`config.mk`:
```
export PLATFORM = sky130hd
export DESIGN_NAME = decode_stage
export DESIGN_NICKNAME = d
export VERILOG_FILES = /design/src/rtl/decode_pkg.sv /design/src/rtl/insn_decoder.sv /design/src/rtl/decode_stage.sv
export SDC_FILE = /design/constraint.sdc
export NUM_CORES = 1
export LEC_CHECK = 0
export CAP_MARGIN = 20
export CORE_MARGIN = 2
export CORE_UTILIZATION = 44
export CTS_CLUSTER_SIZE = 24
export DETAILED_ROUTE_END_ITERATION = 12
export GPL_TIMING_DRIVEN = 0
export PLACE_DENSITY = 0.76
export REMOVE_ABC_BUFFERS = 1
export SLEW_MARGIN = 20
export SYNTH_ARGS = -nofsm -noshare
export SYNTH_HDL_FRONTEND = slang
export SYNTH_SLANG_ARGS = --single-unit
```
`constraint.sdc`:
```
create_clock -name clock -period 4.25 [get_ports clock]
set_input_delay 0.85 -clock clock [delete_from_list [all_inputs] [get_ports clock]]
set_output_delay 0.85 -clock clock [all_outputs]
set_load 0.005 [all_outputs]
```
`src/rtl/decode_pkg.sv`:
```
// Shared constants, instruction-class encoding and the decoded-record type
// for the MIPS decode stage.
package decode_pkg;

  // Widest PC/target the record can carry; ADDR_W must not exceed this.
  localparam int unsigned DEC_AW_MAX = 32;

  // Primary opcodes (insn[31:26]).
  localparam logic [5:0] OP_SPECIAL = 6'h00;
  localparam logic [5:0] OP_REGIMM  = 6'h01;
  localparam logic [5:0] OP_J       = 6'h02;
  localparam logic [5:0] OP_JAL     = 6'h03;
  localparam logic [5:0] OP_BEQ     = 6'h04;
  localparam logic [5:0] OP_BNE     = 6'h05;
  localparam logic [5:0] OP_BLEZ    = 6'h06;
  localparam logic [5:0] OP_BGTZ    = 6'h07;
  localparam logic [5:0] OP_ADDIU   = 6'h09;
  localparam logic [5:0] OP_SLTI    = 6'h0A;
  localparam logic [5:0] OP_SLTIU   = 6'h0B;
  localparam logic [5:0] OP_ANDI    = 6'h0C;
  localparam logic [5:0] OP_ORI     = 6'h0D;
  localparam logic [5:0] OP_XORI    = 6'h0E;
  localparam logic [5:0] OP_LUI     = 6'h0F;
  localparam logic [5:0] OP_LB      = 6'h20;
  localparam logic [5:0] OP_LW      = 6'h23;
  localparam logic [5:0] OP_LBU     = 6'h24;
  localparam logic [5:0] OP_SB      = 6'h28;
  localparam logic [5:0] OP_SW      = 6'h2B;

  // SPECIAL function codes (insn[5:0]).
  localparam logic [5:0] FN_SLL   = 6'h00;
  localparam logic [5:0] FN_SRL   = 6'h02;
  localparam logic [5:0] FN_SRA   = 6'h03;
  localparam logic [5:0] FN_SLLV  = 6'h04;
  localparam logic [5:0] FN_SRLV  = 6'h06;
  localparam logic [5:0] FN_SRAV  = 6'h07;
  localparam logic [5:0] FN_JR    = 6'h08;
  localparam logic [5:0] FN_JALR  = 6'h09;
  localparam logic [5:0] FN_MFHI  = 6'h10;
  localparam logic [5:0] FN_MFLO  = 6'h12;
  localparam logic [5:0] FN_MULT  = 6'h18;
  localparam logic [5:0] FN_MULTU = 6'h19;
  localparam logic [5:0] FN_DIV   = 6'h1A;
  localparam logic [5:0] FN_DIVU  = 6'h1B;
  localparam logic [5:0] FN_ADD   = 6'h20;
  localparam logic [5:0] FN_ADDU  = 6'h21;
  localparam logic [5:0] FN_SUB   = 6'h22;
  localparam logic [5:0] FN_SUBU  = 6'h23;
  localparam logic [5:0] FN_AND   = 6'h24;
  localparam logic [5:0] FN_OR    = 6'h25;
  localparam logic [5:0] FN_XOR   = 6'h26;
  localparam logic [5:0] FN_NOR   = 6'h27;
  localparam logic [5:0] FN_SLT   = 6'h2A;
  localparam logic [5:0] FN_SLTU  = 6'h2B;

  typedef enum logic [2:0] {
    CLS_R       = 3'd0,
    CLS_I       = 3'd1,
    CLS_J       = 3'd2,
    CLS_NOP     = 3'd3,
    CLS_ILLEGAL = 3'd4
  } insn_class_e;

  typedef struct packed {
    logic [5:0]            opcode;
    logic [5:0]            func;
    logic [4:0]            rs;
    logic [4:0]            rt;
    logic [4:0]            rd;
    logic [4:0]            sa;
    logic [31:0]           imm;
    logic [DEC_AW_MAX-1:0] target;
    insn_class_e           cls;
    logic                  wr_en;
    logic [4:0]            wr_reg;
    logic [DEC_AW_MAX-1:0] pc;
  } decoded_t;

endpackage

```
`src/rtl/insn_decoder.sv`:
```
// Purely combinational MIPS decoder: one instruction word plus its PC in,
// one decoded record out.
module insn_decoder
  import decode_pkg::*;
#(
  parameter int unsigned ADDR_W = 32
) (
  input  logic [31:0]       insn_i,
  input  logic [ADDR_W-1:0] pc_i,
  output decoded_t          rec_o
);

  // Jump targets keep the upper PC bits above bit 27 of pc+4.
  localparam logic [ADDR_W-1:0] LOW28_MASK = ADDR_W'(28'hFFF_FFFF);

  logic [5:0]        op;
  logic [5:0]        fn;
  logic [4:0]        rs_f, rt_f, rd_f, sa_f;
  logic [31:0]       imm_sext, imm_zext, imm_lui;
  logic [ADDR_W-1:0] pc_plus4, br_off, br_tgt, j_tgt;
  logic              wr_en;
  logic [4:0]        dest;

  assign op       = insn_i[31:26];
  assign fn       = insn_i[5:0];
  assign rs_f     = insn_i[25:21];
  assign rt_f     = insn_i[20:16];
  assign rd_f     = insn_i[15:11];
  assign sa_f     = insn_i[10:6];
  assign imm_sext = {{16{insn_i[15]}}, insn_i[15:0]};
  assign imm_zext = {16'h0, insn_i[15:0]};
  assign imm_lui  = {insn_i[15:0], 16'h0};
  assign pc_plus4 = pc_i + ADDR_W'(4);
  assign br_off   = ADDR_W'($signed({insn_i[15:0], 2'b00}));
  assign br_tgt   = pc_plus4 + br_off;
  assign j_tgt    = (pc_plus4 & ~LOW28_MASK) | ADDR_W'({insn_i[25:0], 2'b00});

  // Classify the word and fill only the fields its class actually uses.
  always_comb begin
    rec_o        = '0;
    wr_en        = 1'b0;
    dest         = 5'd0;
    rec_o.opcode = op;
    rec_o.func   = fn;
    rec_o.pc     = DEC_AW_MAX'(pc_i);
    rec_o.cls    = CLS_ILLEGAL;
    if (insn_i == 32'd0) begin
      rec_o.cls = CLS_NOP;
    end else begin
      case (op)
        OP_SPECIAL: begin
          rec_o.cls = CLS_R;
          rec_o.rs  = rs_f;
          rec_o.rt  = rt_f;
          rec_o.rd  = rd_f;
          dest      = rd_f;
          case (fn)
            FN_SLL, FN_SRL, FN_SRA: begin
              rec_o.sa = sa_f;
              wr_en    = 1'b1;
            end
            FN_MULT, FN_MULTU, FN_DIV, FN_DIVU, FN_JR: wr_en = 1'b0;
            FN_SLLV, FN_SRLV, FN_SRAV, FN_JALR, FN_MFHI, FN_MFLO,
            FN_ADD, FN_ADDU, FN_SUB, FN_SUBU, FN_AND, FN_OR, FN_XOR,
            FN_NOR, FN_SLT, FN_SLTU: wr_en = 1'b1;
            default: begin
              rec_o.cls = CLS_ILLEGAL;
              rec_o.sa  = sa_f;
            end
          endcase
        end
        OP_J, OP_JAL: begin
          rec_o.cls    = CLS_J;
          rec_o.target = DEC_AW_MAX'(j_tgt);
          if (op == OP_JAL) begin
            wr_en = 1'b1;
            dest  = 5'd31;
          end
        end
        OP_REGIMM, OP_BEQ, OP_BNE, OP_BLEZ, OP_BGTZ: begin
          rec_o.cls    = CLS_I;
          rec_o.rs     = rs_f;
          rec_o.rt     = rt_f;
          rec_o.imm    = imm_sext;
          rec_o.target = DEC_AW_MAX'(br_tgt);
        end
        OP_ANDI, OP_ORI, OP_XORI: begin
          rec_o.cls = CLS_I;
          rec_o.rs  = rs_f;
          rec_o.rt  = rt_f;
          rec_o.imm = imm_zext;
          wr_en     = 1'b1;
          dest      = rt_f;
        end
        OP_LUI: begin
          rec_o.cls = CLS_I;
          rec_o.rs  = rs_f;
          rec_o.rt  = rt_f;
          rec_o.imm = imm_lui;
          wr_en     = 1'b1;
          dest      = rt_f;
        end
        OP_ADDIU, OP_SLTI, OP_SLTIU, OP_LB, OP_LW, OP_LBU: begin
          rec_o.cls = CLS_I;
          rec_o.rs  = rs_f;
          rec_o.rt  = rt_f;
          rec_o.imm = imm_sext;
          wr_en     = 1'b1;
          dest      = rt_f;
        end
        OP_SB, OP_SW: begin
          rec_o.cls = CLS_I;
          rec_o.rs  = rs_f;
          rec_o.rt  = rt_f;
          rec_o.imm = imm_sext;
        end
        default: begin
          // Unknown opcode: register fields pass through untouched for debug.
          rec_o.cls = CLS_ILLEGAL;
          rec_o.rs  = rs_f;
          rec_o.rt  = rt_f;
          rec_o.rd  = rd_f;
          rec_o.sa  = sa_f;
        end
      endcase
    end
    rec_o.wr_en  = wr_en;
    rec_o.wr_reg = wr_en ? dest : 5'd0;
  end

endmodule

```
`src/rtl/decode_stage.sv`:
```
// Decode stage: combinational decoder feeding a DEPTH-entry FIFO with
// valid/ready on both sides, flush, and a count of retired decodes.
module decode_stage
  import decode_pkg::*;
#(
  parameter int unsigned DEPTH  = 2,
  parameter int unsigned ADDR_W = 32,
  parameter int unsigned CNT_W  = 32
) (
  input  logic              clock,
  input  logic              reset_n,
  input  logic              flush,
  input  logic              in_valid,
  output logic              in_ready,
  input  logic [31:0]       insn,
  input  logic [ADDR_W-1:0] pc,
  output logic              out_valid,
  input  logic              out_ready,
  output logic [5:0]        opcode_out,
  output logic [5:0]        func_out,
  output logic [4:0]        rs_out,
  output logic [4:0]        rt_out,
  output logic [4:0]        rd_out,
  output logic [4:0]        sa_out,
  output logic [31:0]       imm_out,
  output logic [ADDR_W-1:0] target_out,
  output logic [2:0]        class_out,
  output logic              wr_en_out,
  output logic [4:0]        wr_reg_out,
  output logic [ADDR_W-1:0] pc_out,
  output logic [CNT_W-1:0]  decode_count
);

  localparam int unsigned PTR_W = $clog2(DEPTH);
  localparam int unsigned CNT_B = PTR_W + 1;

  decoded_t          dec_rec, head_rec, out_rec;
  decoded_t          mem_q [0:DEPTH-1];
  logic [PTR_W-1:0]  wr_ptr_q, wr_ptr_d, rd_ptr_q, rd_ptr_d;
  logic [CNT_B-1:0]  count_q, count_d;
  logic              full_q, full_d;
  logic [CNT_W-1:0]  dcnt_q, dcnt_d;
  logic              push, pop;

  insn_decoder #(.ADDR_W(ADDR_W)) u_dec (
    .insn_i (insn),
    .pc_i   (pc),
    .rec_o  (dec_rec)
  );

  // Flush beats any same-cycle push; a pop in the flush cycle still retires.
  assign in_ready  = ~full_q;
  assign out_valid = (count_q != '0);
  assign push      = in_valid & in_ready & ~flush;
  assign pop       = out_valid & out_ready;

  // Next-state for pointers, occupancy, full flag and retire counter.
  always_comb begin
    wr_ptr_d = wr_ptr_q + PTR_W'(push);
    rd_ptr_d = rd_ptr_q + PTR_W'(pop);
    count_d  = count_q + CNT_B'(push) - CNT_B'(pop);
    if (flush) begin
      wr_ptr_d = '0;
      rd_ptr_d = '0;
      count_d  = '0;
    end
    full_d = (count_d == CNT_B'(DEPTH));
    dcnt_d = dcnt_q + CNT_W'(pop);
  end

  // FIFO storage; contents are only meaningful below count_q, so no reset.
  always_ff @(posedge clock) begin
    if (push) mem_q[wr_ptr_q] <= dec_rec;
  end

  // Control state, asynchronously cleared.
  always_ff @(posedge clock or negedge reset_n) begin
    if (!reset_n) begin
      wr_ptr_q <= '0;
      rd_ptr_q <= '0;
      count_q  <= '0;
      full_q   <= 1'b0;
      dcnt_q   <= '0;
    end else begin
      wr_ptr_q <= wr_ptr_d;
      rd_ptr_q <= rd_ptr_d;
      count_q  <= count_d;
      full_q   <= full_d;
      dcnt_q   <= dcnt_d;
    end
  end

  // Head is forced to zero when empty so stale RAM never reaches the outputs.
  assign head_rec = mem_q[rd_ptr_q];
  assign out_rec  = out_valid ? head_rec : decoded_t'('0);

  assign opcode_out   = out_rec.opcode;
  assign func_out     = out_rec.func;
  assign rs_out       = out_rec.rs;
  assign rt_out       = out_rec.rt;
  assign rd_out       = out_rec.rd;
  assign sa_out       = out_rec.sa;
  assign imm_out      = out_rec.imm;
  assign target_out   = out_rec.target[ADDR_W-1:0];
  assign class_out    = out_rec.cls;
  assign wr_en_out    = out_rec.wr_en;
  assign wr_reg_out   = out_rec.wr_reg;
  assign pc_out       = out_rec.pc[ADDR_W-1:0];
  assign decode_count = dcnt_q;

endmodule

```
=== Yosys cells after proc, flatten, opt, wreduce, memory -nomap -nowiden ===
Memory sizes are Yosys's and may differ from the RTL's.
Cells that the tools add are included.

* Mux-type cells: 23
* Div/mod/pow operators: 0
* Bitwise logic cells: 6
* $add $sub $neg: 7
* Shift operators: 0
* Reductions and logical operators: 14
* Eq/ne operators: 43
* Multipliers: 0
* Magnitude comparators: 0

{| class="wikitable"
|+ Operator list
! kind !! number
|-
| $mux 137 || 1
|-
| $pmux 32 s3 || 1
|-
| $eq 6x6->1 const B || 15
|-
| $mux 84 || 1
|-
| $pmux 32 s2 || 1
|-
| $eq 6x4->1 const B || 9
|-
| $eq 6x3->1 const B || 7
|-
| $reduce_or 19->1 || 2
|-
| $eq 6x5->1 const B || 6
|-
| $add 32x1->32 || 1
|-
| $add 32x3->32 const B || 1
|-
| $add 32x32->32 || 1
|-
| $logic_not 32->1 || 1
|-
| $or 32x28->32 || 1
|-
| $eq 6x2->1 const B || 4
|-
| $reduce_or 24->1 || 1
|-
| $reduce_or 21->1 || 1
|-
| $mux 5 || 4
|-
| $pmux 10 s2 || 1
|-
| $reduce_or 17->1 || 1
|-
| $pmux 5 s3 || 1
|-
| $reduce_or 13->1 || 1
|-
| $logic_not 6->1 || 2
|-
| $mux 10 || 1
|-
| 17 further kinds || 28
|}

* Word-level logic and storage cells: 99
* Output and inout bits: 171
* RAM bits: 274
* Register bits: 37
* Memories: 1
* Memory bits (read-only): 0
* Bits in latches: 0
* Bits of input ports: 69

{| class="wikitable"
|+ Memory list
! name !! depth !! width !! read ports !! clocked after memory_dff !! wr ports !! line !! RTL
|-
| mem_q || 2 || 137 || 1 || 0 || 1 || decode_stage.sv:38 || <nowiki>decoded_t mem_q [0:DEPTH-1];</nowiki>
|}

=== Longest topological paths before layout ===
Gate-level depths: netlist (run 1).

* Word-level depth: 7
* Depth in mapped cells: 15
* Depth with buffers taken out: 15

=== By module ===
A second synthesis (run 1) with hierarchy kept.

* Cells, all modules: 1324
* Area, all modules: 15840.2 um^2

{| class="wikitable"
|+ Modules (own cells, without submodules)
! module !! cells an instance !! area an instance (um^2) !! seq. area each (um^2) !! instances
|-
| decode_stage || 734 || 12000.3 || 9153.8 || 1
|-
| insn_decoder || 590 || 3839.9 || 0.0 || 1
|}

=== Least setup slack after synthesis (run 1) ===
OpenSTA, ideal clock, no wires.

* Path type: in2reg
* Start: in flush
* End: mem mem_q[1][0] (netlist name), enable pin
* Path buffers: 0
* Setup time: 0.513 ns
* Path slack: -0.539 ns
* Cell stages on the path: 4
* Arrival time: 4.276 ns
* Path through: nor2_1 > nand2_1 > inv_1 > ha_1

* Word-level cells in the longest chain between the ends: 4

{| class="wikitable"
|+ Ends and longest elaborated chain
! what !! line !! RTL
|-
| from (decl) || decode_stage.sv:12 || <nowiki>input logic flush,</nowiki>
|-
| $not 1->1 || decode_stage.sv:54 || <nowiki>assign push = in_valid & in_ready & ~flush;</nowiki>
|-
| $and 1x1->1 || decode_stage.sv:54 ||
|-
| $mux 1 || decode_stage.sv:73 || <nowiki>if (push) mem_q[wr_ptr_q] <= dec_rec;</nowiki>
|-
| $mux 1 (not written as such) || decode_stage.sv:73 ||
|-
| to (decl) || decode_stage.sv:38 ||
|}

Every way passes these cells.

==> impl_metrics.env, run 1 <==
export IMPL_relSlewSlack_pct=46.8
export IMPL_gp_congestion=0.861
export IMPL_numCtsBuffers=34
export IMPL_ys_seq_area_share_pct=60.1
export IMPL_drv_cap=0
export IMPL_die_area_mm2=0.0361
export IMPL_fmax_ghz=0.247
export IMPL_place_inst=1897
export IMPL_required_ns=4.45
export IMPL_floorplan_initialDensity_pct=44.4
export IMPL_ys_warn_count=0
export IMPL_outcome="finished, final reports clean"
export IMPL_cp_end_kind="register"
export IMPL_setup_viol=0
export IMPL_fin_cells=1966
export IMPL_hold_class="in -> async"
export IMPL_finalWirelength_um=36700
export IMPL_fillers=2777
export IMPL_async_flop_share_pct=11.9
export IMPL_layout_drive_gt1_share_pct=6.49
export IMPL_crit_type="in -> reg"
export IMPL_path_max_fanout=7
export IMPL_peakVddDrop_mv=0.313
export IMPL_setup_slack_ns=0.200
export IMPL_clockRootBuffer="clkbuf_16"
export IMPL_dp_slack_ns=-1.00
export IMPL_gr_total_overflow=0
export IMPL_cts_htree_levels=2
export IMPL_final_common_cell="edfxtp_1"
export IMPL_skew_ns=0.0118
export IMPL_grt_max_degree=51
export IMPL_finalCritPeriodShare_pct=95.3
export IMPL_grt_pass1_vias=10400
export IMPL_clock_latency_ns=0.51
export IMPL_cts_clk_slew_worst_paths_ns=0.05
export IMPL_p_per_area_mw_per_mm2=523
export IMPL_synth_cell_types=59
export IMPL_chipHeight_um=190
export IMPL_firstDrtPassIters=5
export IMPL_drt_iter0_drc=614
export IMPL_row_count=68
export IMPL_finalMaxSlewViolations=0
export IMPL_finalCriticalPeriod_ns=4.05
export IMPL_synth_area_per_cell_um2=12.2
export IMPL_antenna_cells=0
export IMPL_grt_pass1_wl_um=57300
export IMPL_port_buffers=239
export IMPL_synth_edf_count=274
export IMPL_crit_path_start_kind="input port"
export IMPL_wl_per_cell_um=18.7
export IMPL_ys_ff_latch=311
export IMPL_globalRouteTotalUtil_pct=20.2
export IMPL_viasPerCell=5.34
export IMPL_num_vias=10500
export IMPL_tightest_slew_ns=0.795
export IMPL_coreArea_mm2=0.0343
export IMPL_antenna_found_initial=0
export IMPL_critical_path_arrival_ns=4.25
export IMPL_syn_inst=1246
export IMPL_cts_path_max_buffers=3
export IMPL_ant_nets=0
export IMPL_drcViolationCount=0
export IMPL_boundaryPins=240
export IMPL_cts_tree="built"
export IMPL_final_cell_mix="274 x edfxtp_1, 219 x clkdlybuf4s50_1, 171 x nor2_1"
export IMPL_fp_dieW_um=190
export IMPL_syn2layout_area_growth_pct=28.4
export IMPL_finalHoldViolations=0
export IMPL_synthFlopType="edfxtp_1"
export IMPL_cts_sinks=311
export IMPL_cts_hold_buf=0
export IMPL_synth_area_mm2=0.0152
export IMPL_nNetsFinal=1599
export IMPL_p_leak_uw=0.00712
export IMPL_dp_hpwl_um=25500
final timing paths:
| kind | start | slack (ns) | to | cells after the start |
|---|---|---|---|---|
| worst max-delay path | pc[8] | 0.20 | mem_q[1][72]$_DFFE_PP_ | 16 |
| worst min-delay path | reset_n | 0.21 | decode_count[24]$_DFF_PN0_ | 1 |
| worst max register to register | count_q[1]$_DFF_PN0_ | 1.58 | decode_count[28]$_DFF_PN0_ | 10 |
| worst min register to register | decode_count[31]$_DFF_PN0_ | 0.49 | decode_count[31]$_DFF_PN0_ | 1 |
| max in group asynchronous | reset_n | 3.61 | rd_ptr_q$_DFF_PN0_ | 2 |
| min in group clock | decode_count[31]$_DFF_PN0_ | 0.49 | decode_count[31]$_DFF_PN0_ | 1 |
report_power, final:
group / leakage, uW / switching, uW / internal, uW / total, uW
clock: 0.000504 / 1160 / 1610 / 2770
combinational: 0.00356 / 1730 / 1970 / 3700
sequential: 0.00305 / 138 / 3610 / 3750
total: 0.00712 / 3030 / 7190 / 10200
kinds of logic after synthesis:
family / share of synthesized area, %
AND/OR/NAND/NOR: 13.2
flip-flops: 60.1
AO/OA/AOI/OAI: 7.06
multiplexers: 9.08
XOR/XNOR: 5.06
buffers and inverters: 1.92
adder cells (fa/ha/maj): 3.58
through the flow:
step	instance area (um2)	setup TNS [ns]	power, uW	utilization, %	hold WS [ns]
finish	19500	0	10200	57.0	0.212
global route	19500	-0.0481	10800	57.0	0.205
CTS	19500	0	10300	56.8	0.196
detailed placement	18400	-14.96	7540	53.5	0.468
global placement	18000	-1761.76	6070	52.4	0.462
floorplan	15000	-414.62	5510	-	0.468
final cells by class:
cell class,count,area (um2),area share (%)
clock inverter,13,82.6,0.423
sequential,311,9160,46.9
timing repair buffer,262,2800,14.3
tap,455,569,2.91
inverter,20,75.1,0.384
clock buffer,47,973,4.98
multi-input combinational,858,5890,30.1
state kept, by name, indices dropped and copies added (netlist names):
signal and cells:
count_q 2, decode_count 32, full_q 1, mem_q 274, rd_ptr_q 1, wr_ptr_q 1
repair_timing:
action / CTS / global route
pin swaps: 4 / 4
gates resized for setup: 18 / 22
endpoints found under the hold margin: 0 / 0
setup buffers: 7 / 2
setup endpoints to repair: 16 / 12
layer usage:
metal  vias up  global-route usage (%)  part of all wire (%)
met5         -                       0                     0
met3        72                    3.49                   5.1
met1      5078                    26.5                    43
met4         0                    7.42                   3.4
li1       5042                       -                     -
met2       304                    33.7                    48
cell usage after synthesis, types with 3 or more instances:
cell type	n	area share, %
buf_1	21	0.52
or3_1	4	0.16
clkbuf_1	33	0.81
nand2_1	72	1.8
nor3_1	11	0.36
xnor2_1	57	3.3
nand3b_1	4	0.20
or2_2	3	0.12
a221oi_1	5	0.29
nor4_1	8	0.33
nand3_1	34	1.1
buf_2	3	0.099
inv_1	20	0.49
nor2b_1	14	0.58
and3_1	24	0.99
o21ai_0	37	1.2
xor2_1	31	1.8
and2_1	39	1.6
o21ai_1	3	0.099
ha_1	42	3.5
a21o_1	33	1.6
nor2_1	174	4.3
o22ai_1	6	0.25
o21a_1	4	0.20
a31oi_1	4	0.16
nand4_1	16	0.66
a211oi_1	3	0.15
nand2b_1	5	0.21
and4_1	6	0.35
a21oi_1	44	1.4
dfrtp_1	37	6.1
o21bai_1	4	0.20
mux2i_1	137	9.0
edfxtp_1	274	54
worst max-delay path: stages:
cell and delay [ns]:
dlygate4sd2_1 0.37, nand4_1 0.13, buf_4 0.18, nor3_4 0.27, and2_4 0.23, nand2_1 0.07, xnor2_1 0.15, ha_1 0.37
nand2_1 0.10, o21ai_1 0.09, or3_1 0.37, or3_1 0.36, a41o_1 0.30, o221ai_2 0.16, xnor2_1 0.13, o22ai_1 0.12
(Power assumes the default switching activity.)
==> inputs of run 2 (changes only) <==
--- a/config.mk
+++ b/config.mk
@@ -15,3 +15,2 @@
 export REMOVE_ABC_BUFFERS = 1
-export SLEW_MARGIN = 20
 export SYNTH_ARGS = -nofsm -noshare
==> constraint.sdc (replaced) <==
create_clock -name clock -period 4.25 [get_ports clock]
set_input_delay 1.275 -clock clock [delete_from_list [all_inputs] [get_ports clock]]
set_output_delay 1.275 -clock clock [all_outputs]
set_load 0.005 [all_outputs]
==> run 2 against run 1 <==
Net effect:
- clock skew grew 0.0039 ns
- first-iteration DRC count grew 7.5%
- clock power grew 5%
- worst setup slack lost 0.10 ns
- highest routed layer unchanged
- sequential power is essentially flat
- largest cell class unchanged
==> impl_metrics.env, run 2 (same netlist as run 1, synthesis figures left out) <==
export IMPL_floorplan_initialDensity_pct=44.4
export IMPL_dp_hpwl_um=25400
export IMPL_crit_reg2reg_capture="decode_count[28]$_DFF_PN0_"
export IMPL_peakVddDrop_mv=0.385
export IMPL_path_max_fanout=51
export IMPL_row_count=68
export IMPL_hold_path_startpoint="decode_count[31]$_DFF_PN0_"
export IMPL_antenna_cells=0
export IMPL_cts_hold_buf=0
export IMPL_finalHoldViolations=0
export IMPL_drt_iter0_drc=660
export IMPL_firstDrtPassIters=7
export IMPL_grt_pass1_wl_um=57100
export IMPL_crit_type="reg -> out"
export IMPL_cts_clk_slew_worst_paths_ns=0.06
export IMPL_worstHoldPathCells=1
export IMPL_required_ns=2.97
export IMPL_use_met1_pct=26.3
export IMPL_syn2layout_area_growth_pct=28.8
export IMPL_cts_sinks=311
export IMPL_tns_ns=0
export IMPL_grt_busiest_layer="met2"
export IMPL_num_vias=10600
export IMPL_layout_drive_gt1_share_pct=8.98
export IMPL_r2r_slack_ns=1.26
export IMPL_min_to="decode_count[31]$_DFF_PN0_"
export IMPL_final_common_cell="edfxtp_1"
export IMPL_wl_per_cell_um=18.9
export IMPL_relSlewSlack_pct=44.4
export IMPL_finalWirelength_um=37200
export IMPL_grtUsageMet3_pct=3.38
export IMPL_crit_path_start_kind="register"
export IMPL_port_buffers=239
export IMPL_grt_max_degree=62
export IMPL_boundaryPins=240
export IMPL_critical_path_arrival_ns=2.88
export IMPL_gr_total_overflow=0
export IMPL_ant_nets=0
export IMPL_outcome="finished, final reports clean"
export IMPL_grt_pass1_vias=10500
export IMPL_p_leak_uw=0.00711
export IMPL_die_area_mm2=0.0361
export IMPL_use_met2_pct=33.8
export IMPL_reg2reg_depth=11
export IMPL_finalCritPeriodShare_pct=97.7
export IMPL_clockRootBuffer="clkbuf_16"
export IMPL_skew_ns=0.0157
export IMPL_p_per_area_mw_per_mm2=524
export IMPL_globalRouteTotalUtil_pct=20.1
export IMPL_hold_class="reg -> reg"
export IMPL_setup_viol=0
export IMPL_numCtsBuffers=36
export IMPL_place_inst=1895
export IMPL_finalMaxSlewViolations=0
export IMPL_fin_cells=1970
export IMPL_drcViolationCount=0
export IMPL_fmax_ghz=0.241
export IMPL_p_total_uw=10300
export IMPL_cts_path_max_buffers=3
export IMPL_finalCriticalPeriod_ns=4.15
export IMPL_gp_congestion=0.861
export IMPL_fp_dieW_um=190
export IMPL_final_util_pct=57.2
export IMPL_largest_register="mem_q"
export IMPL_regToRegStartpoint="count_q[1]$_DFF_PN0_"
export IMPL_cts_tree="built"
export IMPL_drv_cap=0
export IMPL_clock_latency_ns=0.50
export IMPL_final_cell_mix="274 x edfxtp_1, 212 x clkdlybuf4s50_1, 169 x nor2_1"
export IMPL_fin_area_mm2=0.0196
export IMPL_fillers=2756
export IMPL_viasPerCell=5.38
export IMPL_cts_htree_levels=2
export IMPL_largest_reg_flops=274
export IMPL_dpl_cell_area_mm2=0.0183
export IMPL_coreArea_mm2=0.0343
export IMPL_cp_end_kind="output port"
export IMPL_chipHeight_um=190
export IMPL_tightest_slew_ns=0.833
export IMPL_antenna_found_initial=0
export IMPL_nNetsFinal=1604
export IMPL_crit_start="rd_ptr_q$_DFF_PN0_"
==> run 2: cell count changes in the layout (fill, tap and decap cells not counted), moves of 4 or more <==
cell             delta
clkbuf_2            +5
buf_2               +5
clkbuf_4            +4
dlymetal6s2s_1      -6
clkdlybuf4s50_1     -7
ha_1                -4
==> run 2: final cells by class <==
cell class	count	area (um2)	area share [%]
clock buffer	43	948	4.84
clock inverter	18	161	0.823
inverter	20	75.1	0.383
multi-input combinational	858	6000	30.6
sequential	311	9160	46.7
tap	455	569	2.90
timing repair buffer	265	2700	13.7
==> run 2: report_power, final <==
part,leakage (uW),internal (uW),switching (uW),total [uW]
sequential,0.00305,3610,162,3770
clock,0.000534,1760,1160,2920
combinational,0.00353,1890,1700,3590
==> run 2: worst max path at each step <==
stage | depth (start not counted) | endpoint | slack [ns]
final | 4 | target_out[13] | 0.1
after global routing | 17 | mem_q[0][67]$_DFFE_PP_ | -0.03
after CTS | 15 | mem_q[1][72]$_DFFE_PP_ | 0.002
after detailed placement | 16 | mem_q[0][72]$_DFFE_PP_ | -1.42
after global placement | 3 | target_out[14] | -6.57
after floorplan | 10 | decode_count[29]$_DFF_PN0_ | -2.15
==> run 2: timing repair <==
item                       4_1_cts  5_1_grt
setup buffers                    9        4
pin swaps                        8       10
gates resized for setup         69       55
setup endpoints to repair       26       16
hold endpoints to repair         0        0
gates cloned                     0        0
==> run 2: per-layer routing <==
metal	wire (um)	vias to the layer above
li1	-	5051
met4	1210	0
met1	15700	5123
met5	0	-
met2	18100	342
met3	2140	74
==> run 2: metrics by stage <==
step / hold slack [ns] / setup WS [ns]
final: 0.475 / 0.0974
after global routing: 0.495 / -0.0319
after CTS: 0.484 / 0.00222
after detailed placement: 0.472 / -1.42
after global placement: 0.462 / -6.57
after floorplan: 0.468 / -2.15
==> run 2: critical path, cell delays in order, from the launching register on <==
cell and delay (ns):
dfrtp_4 0.96, buf_16 0.36, mux2i_1 0.12, nor2_1 0.28, clkdlybuf4s50_1 0.57
